[config.mk]
export PLATFORM = sky130hd
export DESIGN_NAME = oam_dma_engine
export DESIGN_NICKNAME = d
export VERILOG_FILES = /design/src/rtl/oam_dma_engine.sv
export SDC_FILE = /design/constraint.sdc
export NUM_CORES = 1
export LEC_CHECK = 0
export CORE_MARGIN = 2
export CORE_UTILIZATION = 45
export CTS_CLUSTER_DIAMETER = 30
export DETAILED_ROUTE_END_ITERATION = 6
export PLACE_DENSITY_LB_ADDON = 0.2
export SLEW_MARGIN = 30
export SYNTH_ARGS = -nofsm -noshare
export SYNTH_HDL_FRONTEND = slang
export SYNTH_SLANG_ARGS = --single-unit
[constraint.sdc]
create_clock -name I_MEM_CLK -period 1.9 [get_ports I_MEM_CLK]
set_clock_uncertainty 0.05 [all_clocks]
set_input_delay 0.475 -clock I_MEM_CLK [delete_from_list [all_inputs] [get_ports I_MEM_CLK]]
set_output_delay 0.475 -clock I_MEM_CLK [all_outputs]
set_load 0.01 [all_outputs]
[src/rtl/oam_dma_engine.sv]
// OAM DMA bus master: snoops CPU writes to the DMA register and copies LENGTH
// bytes from {reg,8'h00} into LCD RAM through the active-low strobe interface.
module oam_dma_engine #(
  parameter logic [15:0] TRIG_ADDR = 16'hFF46,
  parameter logic [15:0] DST_BASE  = 16'hFE00,
  parameter int          LENGTH    = 160,
  parameter int          READ_LAT  = 2
) (
  input  logic        I_MEM_CLK,
  input  logic        I_RESET,
  input  logic [15:0] I_CPU_ADDR,
  input  logic [7:0]  I_CPU_DATA,
  input  logic        I_CPU_WE_L,
  output logic [7:0]  O_REG_DATA,
  output logic [15:0] O_SRC_ADDR,
  output logic        O_SRC_RE_L,
  input  logic [7:0]  I_SRC_DATA,
  output logic [15:0] O_DST_ADDR,
  output logic [7:0]  O_DST_DATA,
  output logic        O_DST_WE_L,
  output logic        O_BUSY,
  output logic        O_DONE
);

  localparam int             WW        = (READ_LAT > 1) ? $clog2(READ_LAT) : 1;
  localparam logic [7:0]     LAST_IDX  = 8'(LENGTH - 1);
  localparam logic [WW-1:0]  LAST_WAIT = WW'(READ_LAT - 1);

  typedef enum logic [1:0] {IDLE, READ, WRITE, GAP} state_t;

  state_t         state, state_d;
  logic [7:0]     idx, idx_d, idx_inc;
  logic [WW-1:0]  wait_cnt, wait_d;
  logic [7:0]     src_hi, src_hi_d, mapped_hi;
  logic [7:0]     reg_data_d, dst_data_d;
  logic [15:0]    src_addr_d, dst_addr_d;
  logic           done_d, we_l_q, trigger;

  // Falling-edge detect so a strobe held low starts only one transfer.
  assign trigger   = !I_CPU_WE_L && we_l_q && (I_CPU_ADDR == TRIG_ADDR);
  // Echo RAM pages E0..FF alias C0..DF.
  assign mapped_hi = (I_CPU_DATA >= 8'hE0) ? (I_CPU_DATA - 8'h20) : I_CPU_DATA;
  assign idx_inc   = idx + 8'd1;

  assign O_SRC_RE_L = (state != READ);
  assign O_DST_WE_L = (state != WRITE);
  assign O_BUSY     = (state != IDLE);

  always_comb begin
    state_d    = state;
    idx_d      = idx;
    wait_d     = wait_cnt;
    src_hi_d   = src_hi;
    reg_data_d = O_REG_DATA;
    src_addr_d = O_SRC_ADDR;
    dst_addr_d = O_DST_ADDR;
    dst_data_d = O_DST_DATA;
    done_d     = 1'b0;
    if (trigger) begin
      // Retrigger wins over everything, including completion in the last GAP.
      state_d    = READ;
      idx_d      = 8'd0;
      wait_d     = '0;
      src_hi_d   = mapped_hi;
      reg_data_d = I_CPU_DATA;
      src_addr_d = {mapped_hi, 8'h00};
    end else begin
      case (state)
        READ: begin
          if (wait_cnt == LAST_WAIT) begin
            state_d    = WRITE;
            dst_addr_d = DST_BASE + {8'h00, idx};
            dst_data_d = I_SRC_DATA;
          end else begin
            wait_d = wait_cnt + WW'(1);
          end
        end
        WRITE: state_d = GAP;
        GAP: begin
          if (idx == LAST_IDX) begin
            state_d = IDLE;
            done_d  = 1'b1;
          end else begin
            state_d    = READ;
            idx_d      = idx_inc;
            wait_d     = '0;
            src_addr_d = {src_hi, 8'h00} + {8'h00, idx_inc};
          end
        end
        default: ;
      endcase
    end
  end

  always_ff @(posedge I_MEM_CLK) begin
    if (I_RESET) begin
      state      <= IDLE;
      idx        <= 8'd0;
      wait_cnt   <= '0;
      src_hi     <= 8'd0;
      we_l_q     <= 1'b1;
      O_REG_DATA <= 8'd0;
      O_SRC_ADDR <= 16'd0;
      O_DST_ADDR <= 16'd0;
      O_DST_DATA <= 8'd0;
      O_DONE     <= 1'b0;
    end else begin
      state      <= state_d;
      idx        <= idx_d;
      wait_cnt   <= wait_d;
      src_hi     <= src_hi_d;
      we_l_q     <= I_CPU_WE_L;
      O_REG_DATA <= reg_data_d;
      O_SRC_ADDR <= src_addr_d;
      O_DST_ADDR <= dst_addr_d;
      O_DST_DATA <= dst_data_d;
      O_DONE     <= done_d;
    end
  end

endmodule
# After elaboration in Yosys (flattened, before gate mapping)
# Cells that the tools add are included.
# totals
ff_bits	69
inputBits	35
output_inout_bits	52
wordCells	60
# classes
add_sub_neg	5
n_lt_le_gt_ge	1
n_eq_ne	11
mux	12
bitwise	3
n_reduce_logical	16
# ops
operator	n
16-bit two-way mux	3
16-bit by 8-bit adder with 16-bit output	1
16-bit == test, second input constant	1
10-bit by 9-bit adder with 11-bit output, first input constant	1
2-bit AND reduction	5
8-bit by 1-bit adder with 8-bit output, second input constant	1
8-bit == test, second input constant	1
8-bit >= comparator, second input constant	1
8-bit two-way mux	1
2-bit != test, second input constant	4
8-bit by 6-bit subtractor with 8-bit output, second input constant	1
2-bit one-hot mux with 3 select lines	1
2-bit nonzero test	3
1-bit two-way mux	5
2-bit == test, second input constant	2
4-bit nonzero test	1
3-bit != test, second input constant	1
1-bit inverter	3
3-bit AND reduction	1
3-bit nonzero test	1
3-bit OR reduction	1
2-bit by 1-bit == test with 1-bit output, second input constant	1
1-bit logical AND	2
2-bit two-way mux	1
5 further kinds	5

# Logic depth before layout (Yosys ltp)
# Gate-level depths: netlist (run 1).
# logic_depth
word_depth	5
mapped_depth	6
depth_no_buf	5

# Worst setup path after synthesis (run 1)
# OpenSTA, ideal clock, no wires.
# synth_path
path_kind	input -> register
startpoint	input port I_CPU_ADDR[0]
endpoint	register src_hi[5]
setup_ps	116
t_arrival_ps	1621
required_time_ps	1734
setup_slack_ps	113
stages	6
n_path_buf	2
path_cell_list	nor4b_2 and3_1 buf_2 buf_4 nand2_2 a31o_2
# synth_between
elab_chain_cells	2
# synth_rtl
element	line	rtl
start, declared	11	input logic [15:0] I_CPU_ADDR,
16-bit == test	40	assign trigger = !I_CPU_WE_L && we_l_q && (I_CPU_ADDR == TRIG_ADDR);
1-bit logical AND	40	
end signal, assigned	111	src_hi <= src_hi_d;
end, declared	34	logic [7:0] src_hi, src_hi_d, mapped_hi;
# No other way between the ends.
# A chain may end at the register's enable or synchronous reset.

# Final worst setup path (run 1)
# layout_path
startpoint	register O_SRC_ADDR[1]
endpoint	output port O_SRC_ADDR[1]
# layout_lines
element	line	rtl
start, declared	15	output logic [15:0] O_SRC_ADDR,
start signal, assigned	114	O_SRC_ADDR <= src_addr_d;
# No word-level cell between the ends.

==> results of run 1 <==
kinds of logic (layout without fill, tap and decap cells):
kind of cell             after synthesis  count (layout)
AND/OR/NAND/NOR                      106             106
adder cells (fa/ha/maj)                2               2
buffers and inverters                 38             118
XOR/XNOR                               5               5
multiplexers                           9               9
AO/OA/AOI/OAI                         85              85
flip-flops                            49              49
other                                  1               1
per-stage QoR:
stage,utilization [%],instance area [sq um],setup TNS [ps]
after floorplan,-,2640,0
after global placement,65.0,3620,-11090
after detailed placement,65.0,3620,-12410
after CTS,67.1,3740,0
after global routing,67.6,3770,-289
final,67.6,3770,0
metal layers:
layer / wire (um) / global-route usage [%] / up-vias
li1: - / - / 1239
met4: 60 / 5.76 / 0
met2: 3460 / 36.5 / 74
met1: 2920 / 25.6 / 1225
met5: 0 / 0 / -
met3: 306 / 3.93 / 5
how the worst max path moves through the flow:
| stage | from | endpoint | slack [ps] | cells past startpoint |
|---|---|---|---|---|
| 3_5_place_dp | I_CPU_ADDR[0] | O_DST_DATA[2] | -350 | 5 |
| 4_1_cts | state[0] | O_DST_WE_L | 3 | 2 |
| 5_1_grt | I_CPU_ADDR[4] | O_DST_ADDR[5] | -30 | 5 |
| 2_1_floorplan | I_CPU_ADDR[0] | src_hi[5] | 110 | 6 |
| 3_3_place_gp | I_CPU_ADDR[0] | O_DST_ADDR[4] | -290 | 5 |
| 6_report | O_SRC_ADDR[1] | O_SRC_ADDR[1] | 50 | 1 |
report_power, final:
group	switching [W]	internal (W)	leakage [nW]	total, W
registers	0.000000442	0.00102	0.400	0.00102
clock network	0.000341	0.000329	0.0542	0.000670
logic	0.0000561	0.0000913	1.05	0.000147
total	0.000397	0.00144	1.50	0.00184
state kept, by name, summed over array words and instances, names as in the netlist:
register,cells
O_REG_DATA,8
O_DST_ADDR,9
src_hi,3
wait_cnt,1
O_SRC_ADDR,16
O_DONE,1
state,2
O_DST_DATA,8
we_l_q,1
cells in the final DEF (no fill, tap or decap), drive strengths merged, types with 3 or more instances in the layout:
master / netlist / routed
clkdlybuf4s50: 0 / 82
nor2b: 18 / 18
nand2: 11 / 11
a22o: 16 / 16
nor2: 6 / 6
nor3b: 16 / 16
and4: 3 / 3
dfxtp: 49 / 49
mux2i: 9 / 9
o31ai: 5 / 5
and3: 18 / 18
nor4: 3 / 3
o21ai: 12 / 12
a211oi: 5 / 5
xnor2: 5 / 5
nand3: 15 / 15
inv: 3 / 3
a211o: 16 / 16
buf: 22 / 22
a21oi: 23 / 23
clkbuf: 13 / 7
timing repair:
item                       in CTS  in global routing
gates resized for setup        10                  8
pin swaps                       0                  2
setup endpoints to repair      31                 52
cell type report:
cell class	instances	area share, %
sequential	49	26.5
clock buffer	7	2.56
inverter	3	0.299
tap	72	2.39
timing repair buffer	107	29.1
clock inverter	1	0.133
multi-input combinational	208	39.1
cells in the mapped netlist (2+ instances only):
library cell  number
a211o_1           16
a211oi_1           5
a21oi_1           22
a22o_1            16
a31o_2             2
and3_1            18
and4_1             3
buf_2              7
buf_4             13
clkbuf_1          12
dfxtp_1           49
ha_1               2
inv_1              3
mux2i_1            9
nand2_1           10
nand2b_1           2
nand3_1           15
nand4_1            2
nor2_1             6
nor2b_1           18
nor3b_1           16
nor4_1             3
o21ai_0           12
o31ai_1            5
or2_2              2
xnor2_1            5
==> qor.yml, run 1 <==
cells_and_area:
  diodes: 0
  stdcell_count: 447
  fillCellCount: 479
  layout.area.seq_sq_um: 997
  nNetsFinal: 411
  multiInputGateArea_sq_um: 1470
  layout-drive-gt1-share_pct: 13.9
  area_growth_pct: 42.8
critical_path:
  r2r_cells: 4
  reg2reg_from: "O_SRC_ADDR[1]"
  path_cells: "clkdlybuf4s50_1"
  cp_max_fo: 6
  r2r_slack_ps: 200
  crit_buf_inv: 1
  rr_endpoint: "O_SRC_ADDR[3]"
  worstPathRequired_ps: 1370
  crit_slowest_cell: "clkdlybuf4s50_1"
  worst_setup_path_start_kind: "register"
  cp_data_arrival_time_ps: 1330
  crit_family: "buffers and inverters"
  crit_path_max_incr_delay_ps: 580
  critical_path_class: "register to output port"
  worst_setup_path_end_kind: "output port"
status:
  status: "finished clean"
floorplanning:
  fp-row-count: 27
  die_y_um: 80.6
  die_w_um: 80.6
  pin_count: 87
  start_util_pct: 47.3
  die_area_sq_um: 6490
  coreArea_sq_um: 5570
route:
  dr.pass1.iters: 4
  route.detailed.drc: 0
  wire_per_inst_um: 15.1
  drt_iter0_drc: 127
  vias: 2543
  routed_wl_mm: 6.75
  ant_nets: 0
  via_per_inst: 5.69
logic_synthesis:
  yosys.area.top_type_share_pct: 37.2
  synth_nets: 332
  synth_ff_type: "dfxtp_1"
  yosys_warnings: 0
  synth-edff-count: 0
  synth_compound_area_share_pct: 23.5
  synth_top_family_by_area: "simple AND/OR/NAND/NOR gates"
  ys_top_cells_by_area: "dfxtp_1, a211o_1, a22o_1"
  syn_area_sq_um: 2640
  synthCells: 295
  ys_seq_area_share_pct: 37.2
  synth-seq-cells: 49
  netlist-cell-type-count: 48
  synth_fa_ha_area_share_pct: 0.948
  synthXorXnorAreaFrac_pct: 1.66
  yosysTopAreaCell: "dfxtp_1"
  syn_avg_cell_area_sq_um: 8.95
  muxShareOfSynthArea_pct: 3.41
  yosys.area_share.simple_pct: 25.2
  synthArstFlopShare_pct: 0
clock_network:
  clk_latency_ps: 300
  cts_tree: "done"
  cts_made_buffers: 5
  cts.path.max_buffers: 2
  clock-sinks: 49
  cts_setup_buffers: 0
  path_clk_slew_ps: 90
  htreeDepth: 2
  cts-root-buf: "clkbuf_8"
  cts_hold_buffers: 0
min_path:
  min_from: "src_hi[7]"
  worstHoldEndpoint: "src_hi[7]"
  hold_path_class: "register to register"
  worstHoldPathCells: 2
sta:
  hold_viol: 0
  fin_crit_ps: 1850
  maxSlewHeadroom_pct: 63.6
  finalCritPeriodShare_pct: 97.5
  rsz0062_at_grt: "yes"
  final-setup-viol-count: 0
  slew_violations: 0
  fmax_ghz: 0.540
  fin_ws_ps: 47.8
  worst_pin_slew_ps: 533
  hold_slack_ps: 427
grt:
  antenna_found_initial: 0
  grt_pass1_vias: 2331
  track_usage_pct: 20.7
  grt_pass1_wl_mm: 10.6
  grt_max_degree: 35
  overflow: 0
power_and_ir_drop:
  ir_drop_mv: 0.364
  powerDensity_nw_per_um2: 489
  leakagePower_nw: 1.50
  power_w: 0.00184
run:
  cap_violations: 0
place:
  gp_congestion: 0.784
  dp.final_hpwl_mm: 4.81
  placedCellCount: 439
  place_ws_ps: -346
  io_buffers: 85
No activity file was read; power rests on OpenSTA's default activity.
==> run 2: changes to the inputs <==
--- a/config.mk
+++ b/config.mk
@@ -5,6 +5,7 @@
 export SDC_FILE = /design/constraint.sdc
 export NUM_CORES = 1
 export LEC_CHECK = 0
+export ABC_CLOCK_PERIOD_IN_PS = 1900
 export CORE_MARGIN = 2
 export CORE_UTILIZATION = 45
 export CTS_CLUSTER_DIAMETER = 30
==> results of run 2 <==
Same layout as run 1: the final DEF is identical, and so are final timing and power.
==> run 3: changes to the inputs <==
--- a/config.mk
+++ b/config.mk
@@ -5,11 +5,13 @@
 export SDC_FILE = /design/constraint.sdc
 export NUM_CORES = 1
 export LEC_CHECK = 0
-export ABC_CLOCK_PERIOD_IN_PS = 1900
+export ABC_AREA = 0
+export ABC_CLOCK_PERIOD_IN_PS = 2400
 export CORE_MARGIN = 2
 export CORE_UTILIZATION = 45
 export CTS_CLUSTER_DIAMETER = 30
 export DETAILED_ROUTE_END_ITERATION = 6
+export DONT_BUFFER_PORTS = 1
 export PLACE_DENSITY_LB_ADDON = 0.2
 export SLEW_MARGIN = 30
 export SYNTH_ARGS = -nofsm -noshare
==> constraint.sdc (replaced) <==
create_clock -name I_MEM_CLK -period 2.4 [get_ports I_MEM_CLK]
set_clock_uncertainty 0.05 [all_clocks]
set_input_delay 0.6 -clock I_MEM_CLK [delete_from_list [all_inputs] [get_ports I_MEM_CLK]]
set_output_delay 0.6 -clock I_MEM_CLK [all_outputs]
set_load 0.01 [all_outputs]
==> run 3 against run 2 <==
Against the previous run:
- utilization fell by 20 points
- first-iteration DRC count shrank 12%
- largest cell class unchanged
- combinational power is 81% lower
- sequential share of layout area is 10 points higher
- via count shrank 16%
- wire length is 6.1% lower
- largest power group unchanged
- final area shrank 29%
- register-to-register slack better by 390 ps
==> qor.yml, run 3 (same netlist as run 1, synthesis figures left out) <==
status:
  status: "finished clean"
power_and_ir_drop:
  ir_drop_mv: 0.268
  p_clk_share_pct: 37.2
  p_int_w: 0.00105
  seq_power_share_pct: 60.7
  swShare_pct: 21.3
  power_w: 0.00134
  combPwrFrac_pct: 2.1
  leakagePower_nw: 1.08
  powerDensity_nw_per_um2: 501
  netSwitchingPower_w: 0.000286
cells_and_area:
  layout-drive-gt1-share_pct: 8.76
  area_growth_pct: 1.33
  fillCellCount: 569
  nNetsFinal: 311
  reg_top3: "O_SRC_ADDR (16), O_DST_ADDR (9)"
  largest_register: "O_SRC_ADDR"
  design_area_sq_um: 2670
  layout.area.seq_sq_um: 981
  diodes: 0
  multiInputGateArea_sq_um: 1450
  layout_common_cells: "dfxtp_1, a21oi_1, nor2b_1, and3_1"
  final_common_cell: "dfxtp_1"
  largest_register_ffs: 16
clock_network:
  cts_tree: "done"
  path_clk_slew_ps: 90
  cts-root-buf: "clkbuf_8"
  cts_made_buffers: 5
  cts.path.max_buffers: 2
  htreeDepth: 2
  cts_setup_buffers: 0
  ctsResizeCount: 0
  clk_latency_ps: 300
  clock-sinks: 49
  cts_hold_buffers: 0
sta:
  rsz0062_at_grt: "no"
  slew_violations: 0
  maxSlewHeadroom_pct: 52.3
  final-setup-viol-count: 0
  fin_tns_setup_ps: 0
  fin_crit_ps: 1810
  fin_ws_ps: 590
  hold_viol: 0
  finalCritPeriodShare_pct: 75.4
  worst_pin_slew_ps: 715
  fmax_ghz: 0.553
critical_path:
  r2r_slack_ps: 590
  r2r_cells: 4
  cp_data_arrival_time_ps: 2000
  worst_setup_path_start_kind: "register"
  path_cells: "and4bb_4 -> a41o_1 -> or3_1 -> a21oi_2"
  cp_max_fo: 7
  critical_path_class: "register to register"
  crit_slowest_cell: "dfxtp_1"
  rr_endpoint: "O_SRC_ADDR[3]"
  reg2reg_from: "O_SRC_ADDR[6]"
  crit_path_max_incr_delay_ps: 500
  worstPathRequired_ps: 2590
  worst_setup_path_end_kind: "register"
grt:
  grtUsageMet1_pct: 24.3
  grt-busiest-layer: "met2"
  track_usage_pct: 19.9
  met3_usage_pct: 5.51
  overflow: 0
  grt_use_met2_pct: 34.6
  grt_max_degree: 50
  grt_pass1_wl_mm: 10.2
  antenna_found_initial: 0
  grt_pass1_vias: 2090
route:
  dr.pass1.iters: 4
  wire_per_inst_um: 18.3
  ant_nets: 0
  drt_iter0_drc: 112
  via_per_inst: 6.18
  route.detailed.drc: 0
  vias: 2137
  routed_wl_mm: 6.34
floorplanning:
  pin_count: 87
  die_area_sq_um: 6490
  coreArea_sq_um: 5570
  fp-row-count: 27
  start_util_pct: 47.3
  die_w_um: 80.6
  die_y_um: 80.6
min_path:
  min_from: "I_RESET"
  hold_path_class: "input port to register"
  worstHoldEndpoint: "src_hi[6]"
  worstHoldPathCells: 1
place:
  io_buffers: 0
  dp.final_hpwl_mm: 4.26
  place_ws_ps: 359
  gp_congestion: 0.739
  dpl_cell_area_sq_um: 2580
run:
  cap_violations: 0
[run 3: cell types whose count changed in the layout (fill, tap and decap cells not counted), moves of 6 or more]
cell	previous run	this run
dfxtp_2	7	0
buf_12	6	0
buf_4	16	7
dfxtp_1	40	49
clkdlybuf4s50_1	82	0
[run 3: layout make-up]
cell class              count  share of cell area (%)
clock buffers               6                    3.09
clock inverters             1                   0.281
inverters                   3                   0.421
multi-input cells         208                    54.2
flip-flops and latches     49                    36.7
well taps                  72                    3.37
repair buffers              7                    1.97
[run 3: worst max-delay path by stage]
| stage | start | to |
|---|---|---|
| after floorplan | I_CPU_ADDR[0] | src_hi[5] |
| after global placement | I_CPU_WE_L | O_SRC_ADDR[14] |
| after detailed placement | I_CPU_ADDR[0] | O_SRC_ADDR[15] |
| after CTS | O_SRC_ADDR[6] | O_SRC_ADDR[3] |
| after global routing | O_SRC_ADDR[0] | O_SRC_ADDR[8] |
| final | O_SRC_ADDR[6] | O_SRC_ADDR[3] |
[run 3: per-stage QoR]
stage / utilization [%] / hold slack, ps / cells
2_1_floorplan: - / 399 / 295
3_3_place_gp: 46.4 / 408 / 339
3_5_place_dp: 46.4 / 410 / 339
4_1_cts: 48.0 / 299 / 346
5_1_grt: 48.0 / 300 / 346
6_report: 48.0 / 322 / 346
[run 3: critical path: cells and delay by family, from the launching register on]
family             cells  cell delay, ps
AOI/OAI and AO/OA      2             500
DFF                    1             500
and+or+nand+nor        2             710
[run 3: power by group through the flow]
stage | clock network, W | logic (W) | registers [W]
after floorplan | 0 | 0.0000333 | 0.000832
after global placement | 0 | 0.0000276 | 0.000833
after detailed placement | 0 | 0.0000279 | 0.000832
after CTS | 0.000514 | 0.0000280 | 0.000813
after global routing | 0.000541 | 0.0000315 | 0.000814
final | 0.000498 | 0.0000283 | 0.000813
[run 3: routing by layer]
metal	vias up	share of wire (%)
li1	1038	-
met4	0	0.80
met2	61	50
met5	-	0
met1	1032	44
met3	6	6.0
